--- src/rtl/axi_pkg.sv ---
// Shared AXI-Lite types and default bus widths used by the CSR endpoint.
package axi_pkg;

  localparam int unsigned ADDRESS_WIDTH = 32;
  localparam int unsigned DATA_WIDTH    = 32;
  localparam int unsigned STRB_WIDTH    = DATA_WIDTH / 8;

  typedef enum logic [1:0] {
    OKAY   = 2'd0,
    EXOKAY = 2'd1,
    SLVERR = 2'd2,
    DECERR = 2'd3
  } respCode;

  typedef enum logic {
    W_COLLECT = 1'b0,
    W_RESP    = 1'b1
  } wr_state_e;

  typedef enum logic {
    R_IDLE = 1'b0,
    R_RESP = 1'b1
  } rd_state_e;

  // Register index width; a single-register bank still needs a 1-bit index.
  function automatic int unsigned idx_width(input int unsigned n);
    return (n > 1) ? $clog2(n) : 1;
  endfunction

endpackage

--- src/rtl/axil_addr_decode.sv ---
// Byte address to register index decode for the CSR bank; low byte-lane bits are ignored.
module axil_addr_decode
  import axi_pkg::*;
#(
  parameter int unsigned              ADDRESS_WIDTH = axi_pkg::ADDRESS_WIDTH,
  parameter int unsigned              DATA_WIDTH    = axi_pkg::DATA_WIDTH,
  parameter int unsigned              NUM_REGS      = 16,
  parameter logic [ADDRESS_WIDTH-1:0] BASE_ADDR     = '0,
  localparam int unsigned             IDX_W         = idx_width(NUM_REGS)
) (
  input  logic [ADDRESS_WIDTH-1:0] addr,
  output logic                     hit_c,
  output logic [IDX_W-1:0]         idx_c
);

  localparam int unsigned OFF_W = $clog2(DATA_WIDTH / 8);

  logic [ADDRESS_WIDTH-1:0] offset;
  logic [ADDRESS_WIDTH-1:0] word;

  // Word offset from the bank base; anything below the base wraps and is rejected by the compare.
  always_comb begin
    offset = addr - BASE_ADDR;
    word   = offset >> OFF_W;
    hit_c  = (addr >= BASE_ADDR) && (word < ADDRESS_WIDTH'(NUM_REGS));
    idx_c  = IDX_W'(word);
  end

endmodule

--- src/rtl/axil_reg_slave.sv ---
// AXI-Lite CSR register bank with independent AW/W capture, per-register read-only mask
// and one-cycle write strobes exported to user logic.
module axil_reg_slave
  import axi_pkg::*;
#(
  parameter int unsigned              ADDRESS_WIDTH = axi_pkg::ADDRESS_WIDTH,
  parameter int unsigned              DATA_WIDTH    = axi_pkg::DATA_WIDTH,
  parameter int unsigned              NUM_REGS      = 16,
  parameter logic [ADDRESS_WIDTH-1:0] BASE_ADDR     = '0,
  parameter logic [NUM_REGS-1:0]      RO_MASK       = '0,
  localparam int unsigned             STRB_WIDTH    = DATA_WIDTH / 8,
  localparam int unsigned             IDX_W         = idx_width(NUM_REGS)
) (
  input  logic                           clk,
  input  logic                           ARESET,
  input  logic                           AWVALID,
  output logic                           AWREADY,
  input  logic [ADDRESS_WIDTH-1:0]       AWADDR,
  input  logic                           WVALID,
  output logic                           WREADY,
  input  logic [DATA_WIDTH-1:0]          WDATA,
  input  logic [STRB_WIDTH-1:0]          WSTRB,
  output logic                           BVALID,
  input  logic                           BREADY,
  output respCode                        BRESP,
  input  logic                           ARVALID,
  output logic                           ARREADY,
  input  logic [ADDRESS_WIDTH-1:0]       ARADDR,
  output logic                           RVALID,
  input  logic                           RREADY,
  output logic [DATA_WIDTH-1:0]          RDATA,
  output respCode                        RRESP,
  output logic [NUM_REGS*DATA_WIDTH-1:0] reg_q,
  output logic [NUM_REGS-1:0]            wr_pulse
);

  logic [DATA_WIDTH-1:0] regs_q [NUM_REGS];
  logic [DATA_WIDTH-1:0] regs_d [NUM_REGS];

  wr_state_e             wr_state_q, wr_state_d;
  logic                  aw_held_q, aw_held_d;
  logic                  w_held_q, w_held_d;
  logic                  aw_hit_q, aw_hit_d;
  logic [IDX_W-1:0]      aw_idx_q, aw_idx_d;
  logic [DATA_WIDTH-1:0] w_data_q, w_data_d;
  logic [STRB_WIDTH-1:0] w_strb_q, w_strb_d;
  logic                  awready_d, wready_d, bvalid_d;
  respCode               bresp_d;
  logic [NUM_REGS-1:0]   wr_pulse_d;

  rd_state_e             rd_state_q, rd_state_d;
  logic                  arready_d, rvalid_d;
  logic [DATA_WIDTH-1:0] rdata_d;
  respCode               rresp_d;

  logic                  aw_hit_c, ar_hit_c;
  logic [IDX_W-1:0]      aw_idx_c, ar_idx_c;
  logic                  aw_hs_c, w_hs_c, ar_hs_c;

  axil_addr_decode #(
    .ADDRESS_WIDTH (ADDRESS_WIDTH),
    .DATA_WIDTH    (DATA_WIDTH),
    .NUM_REGS      (NUM_REGS),
    .BASE_ADDR     (BASE_ADDR)
  ) u_aw_decode (
    .addr  (AWADDR),
    .hit_c (aw_hit_c),
    .idx_c (aw_idx_c)
  );

  axil_addr_decode #(
    .ADDRESS_WIDTH (ADDRESS_WIDTH),
    .DATA_WIDTH    (DATA_WIDTH),
    .NUM_REGS      (NUM_REGS),
    .BASE_ADDR     (BASE_ADDR)
  ) u_ar_decode (
    .addr  (ARADDR),
    .hit_c (ar_hit_c),
    .idx_c (ar_idx_c)
  );

  assign aw_hs_c = AWVALID && AWREADY;
  assign w_hs_c  = WVALID && WREADY;
  assign ar_hs_c = ARVALID && ARREADY;

  for (genvar i = 0; i < NUM_REGS; i++) begin : g_export
    assign reg_q[i*DATA_WIDTH +: DATA_WIDTH] = regs_q[i];
  end

  // Write path: collect AW and W independently, commit once both are held.
  always_comb begin
    wr_state_d = wr_state_q;
    aw_held_d  = aw_held_q;
    w_held_d   = w_held_q;
    aw_hit_d   = aw_hit_q;
    aw_idx_d   = aw_idx_q;
    w_data_d   = w_data_q;
    w_strb_d   = w_strb_q;
    bvalid_d   = BVALID;
    bresp_d    = BRESP;
    wr_pulse_d = '0;
    regs_d     = regs_q;

    unique case (wr_state_q)
      W_COLLECT: begin
        if (aw_hs_c) begin
          aw_held_d = 1'b1;
          aw_hit_d  = aw_hit_c;
          aw_idx_d  = aw_idx_c;
        end
        if (w_hs_c) begin
          w_held_d = 1'b1;
          w_data_d = WDATA;
          w_strb_d = WSTRB;
        end
        if (aw_held_q && w_held_q) begin
          aw_held_d  = 1'b0;
          w_held_d   = 1'b0;
          bvalid_d   = 1'b1;
          wr_state_d = W_RESP;
          if (!aw_hit_q) begin
            bresp_d = DECERR;
          end else if (RO_MASK[aw_idx_q]) begin
            bresp_d = SLVERR;
          end else begin
            bresp_d              = OKAY;
            wr_pulse_d[aw_idx_q] = 1'b1;
            for (int k = 0; k < STRB_WIDTH; k++) begin
              if (w_strb_q[k]) begin
                regs_d[aw_idx_q][k*8 +: 8] = w_data_q[k*8 +: 8];
              end
            end
          end
        end
      end
      W_RESP: begin
        if (BREADY) begin
          bvalid_d   = 1'b0;
          wr_state_d = W_COLLECT;
        end
      end
      default: wr_state_d = W_COLLECT;
    endcase

    awready_d = (wr_state_d == W_COLLECT) && !aw_held_d;
    wready_d  = (wr_state_d == W_COLLECT) && !w_held_d;
  end

  always_ff @(posedge clk) begin
    if (ARESET) begin
      wr_state_q <= W_COLLECT;
      aw_held_q  <= 1'b0;
      w_held_q   <= 1'b0;
      aw_hit_q   <= 1'b0;
      aw_idx_q   <= '0;
      w_data_q   <= '0;
      w_strb_q   <= '0;
      AWREADY    <= 1'b0;
      WREADY     <= 1'b0;
      BVALID     <= 1'b0;
      BRESP      <= OKAY;
      wr_pulse   <= '0;
      for (int i = 0; i < NUM_REGS; i++) begin
        regs_q[i] <= '0;
      end
    end else begin
      wr_state_q <= wr_state_d;
      aw_held_q  <= aw_held_d;
      w_held_q   <= w_held_d;
      aw_hit_q   <= aw_hit_d;
      aw_idx_q   <= aw_idx_d;
      w_data_q   <= w_data_d;
      w_strb_q   <= w_strb_d;
      AWREADY    <= awready_d;
      WREADY     <= wready_d;
      BVALID     <= bvalid_d;
      BRESP      <= bresp_d;
      wr_pulse   <= wr_pulse_d;
      regs_q     <= regs_d;
    end
  end

  // Read path: sample the bank at the AR handshake, so a same-edge commit is not visible yet.
  always_comb begin
    rd_state_d = rd_state_q;
    rvalid_d   = RVALID;
    rdata_d    = RDATA;
    rresp_d    = RRESP;

    unique case (rd_state_q)
      R_IDLE: begin
        if (ar_hs_c) begin
          rvalid_d   = 1'b1;
          rd_state_d = R_RESP;
          if (ar_hit_c) begin
            rdata_d = regs_q[ar_idx_c];
            rresp_d = OKAY;
          end else begin
            rdata_d = '0;
            rresp_d = DECERR;
          end
        end
      end
      R_RESP: begin
        if (RREADY) begin
          rvalid_d   = 1'b0;
          rd_state_d = R_IDLE;
        end
      end
      default: rd_state_d = R_IDLE;
    endcase

    arready_d = (rd_state_d == R_IDLE);
  end

  always_ff @(posedge clk) begin
    if (ARESET) begin
      rd_state_q <= R_IDLE;
      ARREADY    <= 1'b0;
      RVALID     <= 1'b0;
      RDATA      <= '0;
      RRESP      <= OKAY;
    end else begin
      rd_state_q <= rd_state_d;
      ARREADY    <= arready_d;
      RVALID     <= rvalid_d;
      RDATA      <= rdata_d;
      RRESP      <= rresp_d;
    end
  end

endmodule

--- config.mk ---
export PLATFORM = sky130hd
export DESIGN_NAME = axil_reg_slave
export DESIGN_NICKNAME = d
export VERILOG_FILES = /design/src/rtl/axi_pkg.sv /design/src/rtl/axil_addr_decode.sv /design/src/rtl/axil_reg_slave.sv
export SDC_FILE = /design/constraint.sdc
export NUM_CORES = 1
export LEC_CHECK = 0
export CORE_MARGIN = 10
export CORE_UTILIZATION = 25
export CTS_BUF_LIST = sky130_fd_sc_hd__clkbuf_8
export DETAILED_ROUTE_END_ITERATION = 7
export GPL_TIMING_DRIVEN = 0
export MAX_ROUTING_LAYER = met4
export SYNTH_ARGS = -nofsm -noshare
export SYNTH_HDL_FRONTEND = slang
export SYNTH_SLANG_ARGS = --single-unit
--- constraint.sdc ---
create_clock -name clk -period 2.2 [get_ports clk]
set_input_delay 0.33 -clock clk [delete_from_list [all_inputs] [get_ports clk]]
set_output_delay 0.33 -clock clk [all_outputs]
set_load 0.03 [all_outputs]
Word level (Yosys, flattened, before mapping). Memory sizes are Yosys's and may differ from the RTL's. A register that Yosys moved wholly into a read port is not among the register bits. Cells that the tools add are included.

Order comparisons: 9. Equality and inequality tests: 4. Multiplexer cells: 58. Bitwise gates (word level): 9. Reduce and logical (&&, ||, !) cells: 20.

Operators with widths (count): two-way mux 512 bit (16); bitwise mux 512 bit (4); demux 32 bit (select 4 bit) (4); binary-select mux 32 bit (select 4 bit) (1); two-way mux 32 bit (4); greater-or-equal comparator 32 x 1 -> 1 bit (second input constant) (2); < comparator 30 x 5 -> 1 bit (second input constant) (2); two-way mux 24 bit (1); two-way mux 1 bit (16); two-way mux 16 bit (1); AND reduction 2 bit (6); greater-or-equal comparator 5 bit (second input constant) (2); logical AND 1 bit (10); NOT 4 -> 5 bit (2); two-way mux 4 bit (2); two-way mux 8 bit (1); inequality test 2 bit (second input constant) (4); case mux 1 bit (2 select lines) (4); NOT 1 bit (7); two-way mux 2 bit (3); < comparator 4 x 5 -> 1 bit (second input constant) (1); < comparator 5 x 1 -> 1 bit (second input constant) (1); OR reduction 5 bit (1); demux 1 bit (select 4 bit) (1); other kinds (3) (4).

Flip-flop bits (word level): 614. ROM bits: 16. Bits of input ports: 107. Output and inout port bits: 569. Memories: 1.

Memory list: (name not given) (depth 16, bits a word 1, read ports 1, clocked after memory_dff 1, write ports 0, RTL line axil_reg_slave.sv:123) `end else if (RO_MASK[aw_idx_q]) begin`.

Longest topological paths before layout.
Depth in word-level cells: 25. Depth in mapped cells: 7. Gate-level depth less buffers: 4.

Modules after synthesis. Synthesis repeated with hierarchy kept, for this count alone.

Cell total of the unflattened synthesis: 2399. Area, all modules: 26522.9 µm².

Modules (own cells, without submodules): axil_reg_slave (times used 1, cells each 2371, area an instance 26350.3 µm², seq. area each 12251.8 µm²); axil_addr_decode (times used 2, cells each 14, area an instance 86.3 µm², seq. area each 0.0 µm²).

Worst setup path before layout. OpenSTA, ideal clock, no wires.

Path type: flip-flop to flip-flop. From: register ARREADY. To: register RDATA[10]. Library setup time: 86 ps. Arrival time: 1734 ps. Path slack: 379 ps. Stages on the path, launching flop included: 8. Buffers on the path: 3. Cells stage by stage: dfxtp_1 > and3b_1 > buf_4 > nand4_1 > or3_1 > buf_2 > buf_6 > a221oi_2.

Longest elaborated chain between the ends: 2.

Ends and longest elaborated chain: start, declared (RTL line axil_reg_slave.sv:27) `output logic ARREADY,`; start signal, assigned (RTL line axil_reg_slave.sv:225) `ARREADY <= arready_d;`; logical AND 1 bit (RTL line axil_reg_slave.sv:84) `assign ar_hs_c = ARVALID && ARREADY;`; AND reduction 2 bit (no line); end signal, assigned (RTL line axil_reg_slave.sv:227) `RDATA <= rdata_d;`; end, declared (RTL line axil_reg_slave.sv:31) `output logic [DATA_WIDTH-1:0] RDATA,`.

No other way between the ends. A chain may end at the register's enable or synchronous reset.

Final worst setup path.
From: input ARADDR[3]. To: register RDATA[14].

Longest elaborated chain between the ends: 5.

Ends and longest elaborated chain: start, declared (RTL line axil_reg_slave.sv:28) `input logic [ADDRESS_WIDTH-1:0] ARADDR,`; parallel branches: the longest is 4 deep, another holds greater-or-equal comparator 32 x 1 -> 1 bit; two-way mux 32 bit (*) (RTL line axil_reg_slave.sv:195) `if (ar_hit_c) begin`.

Mark *: on every way between the ends. The select of a mux whose other input is x is not followed.

==> metrics.log <==
INFO  metric grt_pass1_vias = 24100
INFO  metric worstPathCellList = clkdlybuf4s50_1 -> and2_1 -> clkbuf_1 -> clkbuf_2 -> a22oi_1 -> a221oi_1 -> a221oi_2
INFO  metric vdd_ir_max = 0.418 mV
INFO  metric synthArstFlopShare = 0
INFO  metric final.setup_skew = 0.0501 ns
INFO  metric rows = 120
INFO  metric top_usage_layer = met2
INFO  metric setup_viol_count_final = 0
INFO  metric max_stage_delay = 0.62 ns
INFO  metric fin_tns_setup = 0 ns
INFO  metric pin_count = 676
INFO  metric final_max_slew_viol_count = 0
INFO  metric cp_data_required_time = 2.86 ns
INFO  metric cts_root_buffer = clkbuf_8
INFO  metric final_instance_area = 37900 sq um
INFO  metric synth-warning-count = 0
INFO  metric critical_path_class = input port to flip-flop
INFO  metric rrSetupSlack = 0.06 ns
INFO  metric netlist_area = 27000 sq um
INFO  metric max_cap_viol_count = 0
INFO  metric timing.hold.worst.start = WDATA[4]
INFO  metric hold_path_depth = 3
INFO  metric fmaxAchievable = 458 MHz
INFO  metric yosysTopAreaCellShare = 0.454
INFO  metric cp_slowest_cell = clkdlybuf4s50_1
INFO  metric cp_max_fo = 10
INFO  metric synth_enable_flop_cells = 0
INFO  metric worst_slew_pin_slew = 1.28 ns
INFO  metric drc = 0
INFO  metric dpl.hpwl = 120000 um
INFO  metric grt.met2_usage = 0.402
INFO  metric grt.overflow.total = 0
INFO  metric grt_use_met3 = 0.0652
INFO  metric die-height = 349 um
INFO  metric worstPathArrival = 2.85 ns
INFO  metric timing.final.crit_share = 0.993
INFO  metric final_ant_viol_nets = 0
INFO  metric total_power = 24200 uW
INFO  metric dr.first_iter.drc_count = 2005
INFO  metric detailed_place.area = 35400 sq um
INFO  metric grt_first_pass_wirelength = 208000 um
INFO  metric grt_start_max_net_pins = 17
INFO  metric pre_cts_slack = -1.20 ns
INFO  metric critical_path_cell_count = 7
INFO  metric placeableCoreArea = 107000 sq um
INFO  metric status = finished, final reports clean
INFO  metric seq_area_frac_synth = 0.454
INFO  metric grt_util_all_layers = 0.253
INFO  metric grt_setup_unrepaired = true
INFO  metric worst_setup_hold_path_clk_slew = 0.06 ns
INFO  metric synth-seq-cells = 612
INFO  metric design.die.area = 121000 sq um
INFO  metric gp_congestion = 0.885
INFO  metric vias = 25100
INFO  metric tritoncts = yes
INFO  metric holdCritPathClass = input port to flip-flop
INFO  metric power_leakage = 0.0202 uW
INFO  metric most-common-layout-cells = 771 x mux2i_1, 611 x dfxtp_1, 600 x nor2_1, 561 x dlygate4sd2_1, 147 x clkbuf_1
INFO  metric r2r-end = reg_q[458]
INFO  metric hold-path-endpoint = w_data_q[4]
INFO  metric report.final.hold_viol_count = 0
INFO  metric via_per_inst = 4.97
INFO  metric drt_wl_total = 157000 um
INFO  metric synth.area.top_cells = dfxtp_1 45%, mux2i_1 29%, nor2_1 8.4%
INFO  metric final_nets = 3665
INFO  metric r2r.worst_path.cells = 5
INFO  metric tritoncts_buffer_count = 115
INFO  metric ctsLongestPathBuffers = 3
INFO  metric finalWorstSetupSlack = 0.0159 ns
INFO  metric r2r-start = aw_idx_q[3]
INFO  metric cts.htree.levels = 3
INFO  metric antenna_found_initial = 8
INFO  metric final_period_minus_worst_setup_slack = 2.18 ns
INFO  metric cellPowerDensity = 638 nW/um^2
INFO  metric cts_sinks = 612
INFO  metric drt_pass1_iterations = 6
INFO  metric synthToLayoutAreaGrowth = 40.5%
INFO  metric postSynth.topFlopCell = dfxtp_1
INFO  metric synth.avg_cell_area = 9.82 sq um
INFO  metric grt.met1_usage = 0.307
INFO  metric layout_commonest_cell = mux2i_1
INFO  metric worst_path_dominant_cell_family = buffers and inverters
INFO  metric drive_gt1_frac = 0.106
INFO  metric port_bufs = 667
INFO  metric synthDominantAreaCellType = dfxtp_1
INFO  metric yosysUniqueCellTypes = 38
INFO  metric worstSkewPairLatency = 0.82 ns
INFO  metric slew_margin_rel = 0.146
INFO  metric route.detailed.wl_per_inst = 31.1 um
INFO  metric die_width = 349 um
INFO  metric worstSetupEndpointType = flip-flop
INFO  metric postSynthNetCount = 2854
INFO  metric post_synth_inst_count = 2747
INFO  metric critical_path.startpoint_type = input port
INFO  metric floorplan.initialDensity = 0.252
INFO  metric number_of_buffer_and_inverter_stages_on_the_critical_path = 3
[layout make-up]
cell class,count,area (sq um)
inverter,8,30.0
tap,1403,1760
multi-input combinational,1878,14000
clock buffer,131,1800
clock inverter,73,402
sequential,612,12300
fill,11100,69100
timing repair buffer,704,6450
buffer,239,1190
antenna,8,20.0
[repair_timing]
action,4_1_cts,5_1_grt
setup buffers,13,24
hold buffers,0,0
gates resized for setup,625,58
pin swaps,1,7
setup endpoints to repair,1115,483
[per-stage QoR]
| stage | utilization | hold WS, ns | instances |
|---|---|---|---|
| 2_1_floorplan | - | 0.446 | 2747 |
| 3_3_place_gp | 0.331 | 0.462 | 4817 |
| 3_5_place_dp | 0.331 | 0.456 | 4817 |
| 4_1_cts | 0.348 | 0.000642 | 5030 |
| 5_1_grt | 0.354 | 0.0192 | 5055 |
| 6_report | 0.354 | 0.0639 | 5056 |
[cell usage after synthesis, types with 4 or more instances]
master,instances
o21ai_0,32
buf_6,8
buf_4,19
buf_1,5
nor2_1,601
buf_2,39
a21oi_1,74
o22ai_1,32
a221oi_1,34
clkbuf_1,177
nor3_1,4
and4b_1,5
dfxtp_1,612
and4bb_2,4
nand2b_1,6
nor4_1,12
nand3_2,60
inv_1,8
nand2_1,110
nor2b_1,11
nor4b_4,4
a221oi_2,30
a22oi_1,64
mux2i_1,772
nand3_4,4
[sequential cells by signal, indices dropped and copies added (netlist names), 4 cells and up]
signal / count
RDATA: 32
aw_idx_q: 4
reg_q: 512
w_data_q: 32
w_strb_q: 4
wr_pulse: 16
[worst min-delay path, stage by stage]
cell	delay, ns
clkdlybuf4s50_1	0.39
nand2_1	0.06
a21oi_1	0.05
[per-layer routing]
layer	vias up	part of all wire
met3	267	0.079
met5	-	0
met4	0	0.038
met1	12500	0.42
li1	11300	-
met2	1157	0.46
[power breakdown]
part	switching (uW)	internal [uW]	total [uW]
Clock	5250	5750	11000
Combinational	1440	555	1990
Sequential	41.5	11100	11200
Total	6730	17400	24200
[how the worst max path moves through the flow]
| stage | start | to |
|---|---|---|
| after floorplan | ARREADY | RDATA[10] |
| after global placement | ARADDR[3] | RDATA[30] |
| after detailed placement | ARADDR[3] | RDATA[29] |
| after CTS | aw_held_q | reg_q[470] |
| after global routing | aw_idx_q[3] | reg_q[460] |
| final | ARADDR[3] | RDATA[14] |
[cell families after synthesis]
logic type | count (synthesis) | share of synthesized area
multiplexers | 772 | 0.286
buffers and inverters | 257 | 0.0428
AO/OA/AOI/OAI | 266 | 0.0726
AND/OR/NAND/NOR | 840 | 0.144
flip-flops | 612 | 0.454
(Power assumes the default switching activity.)
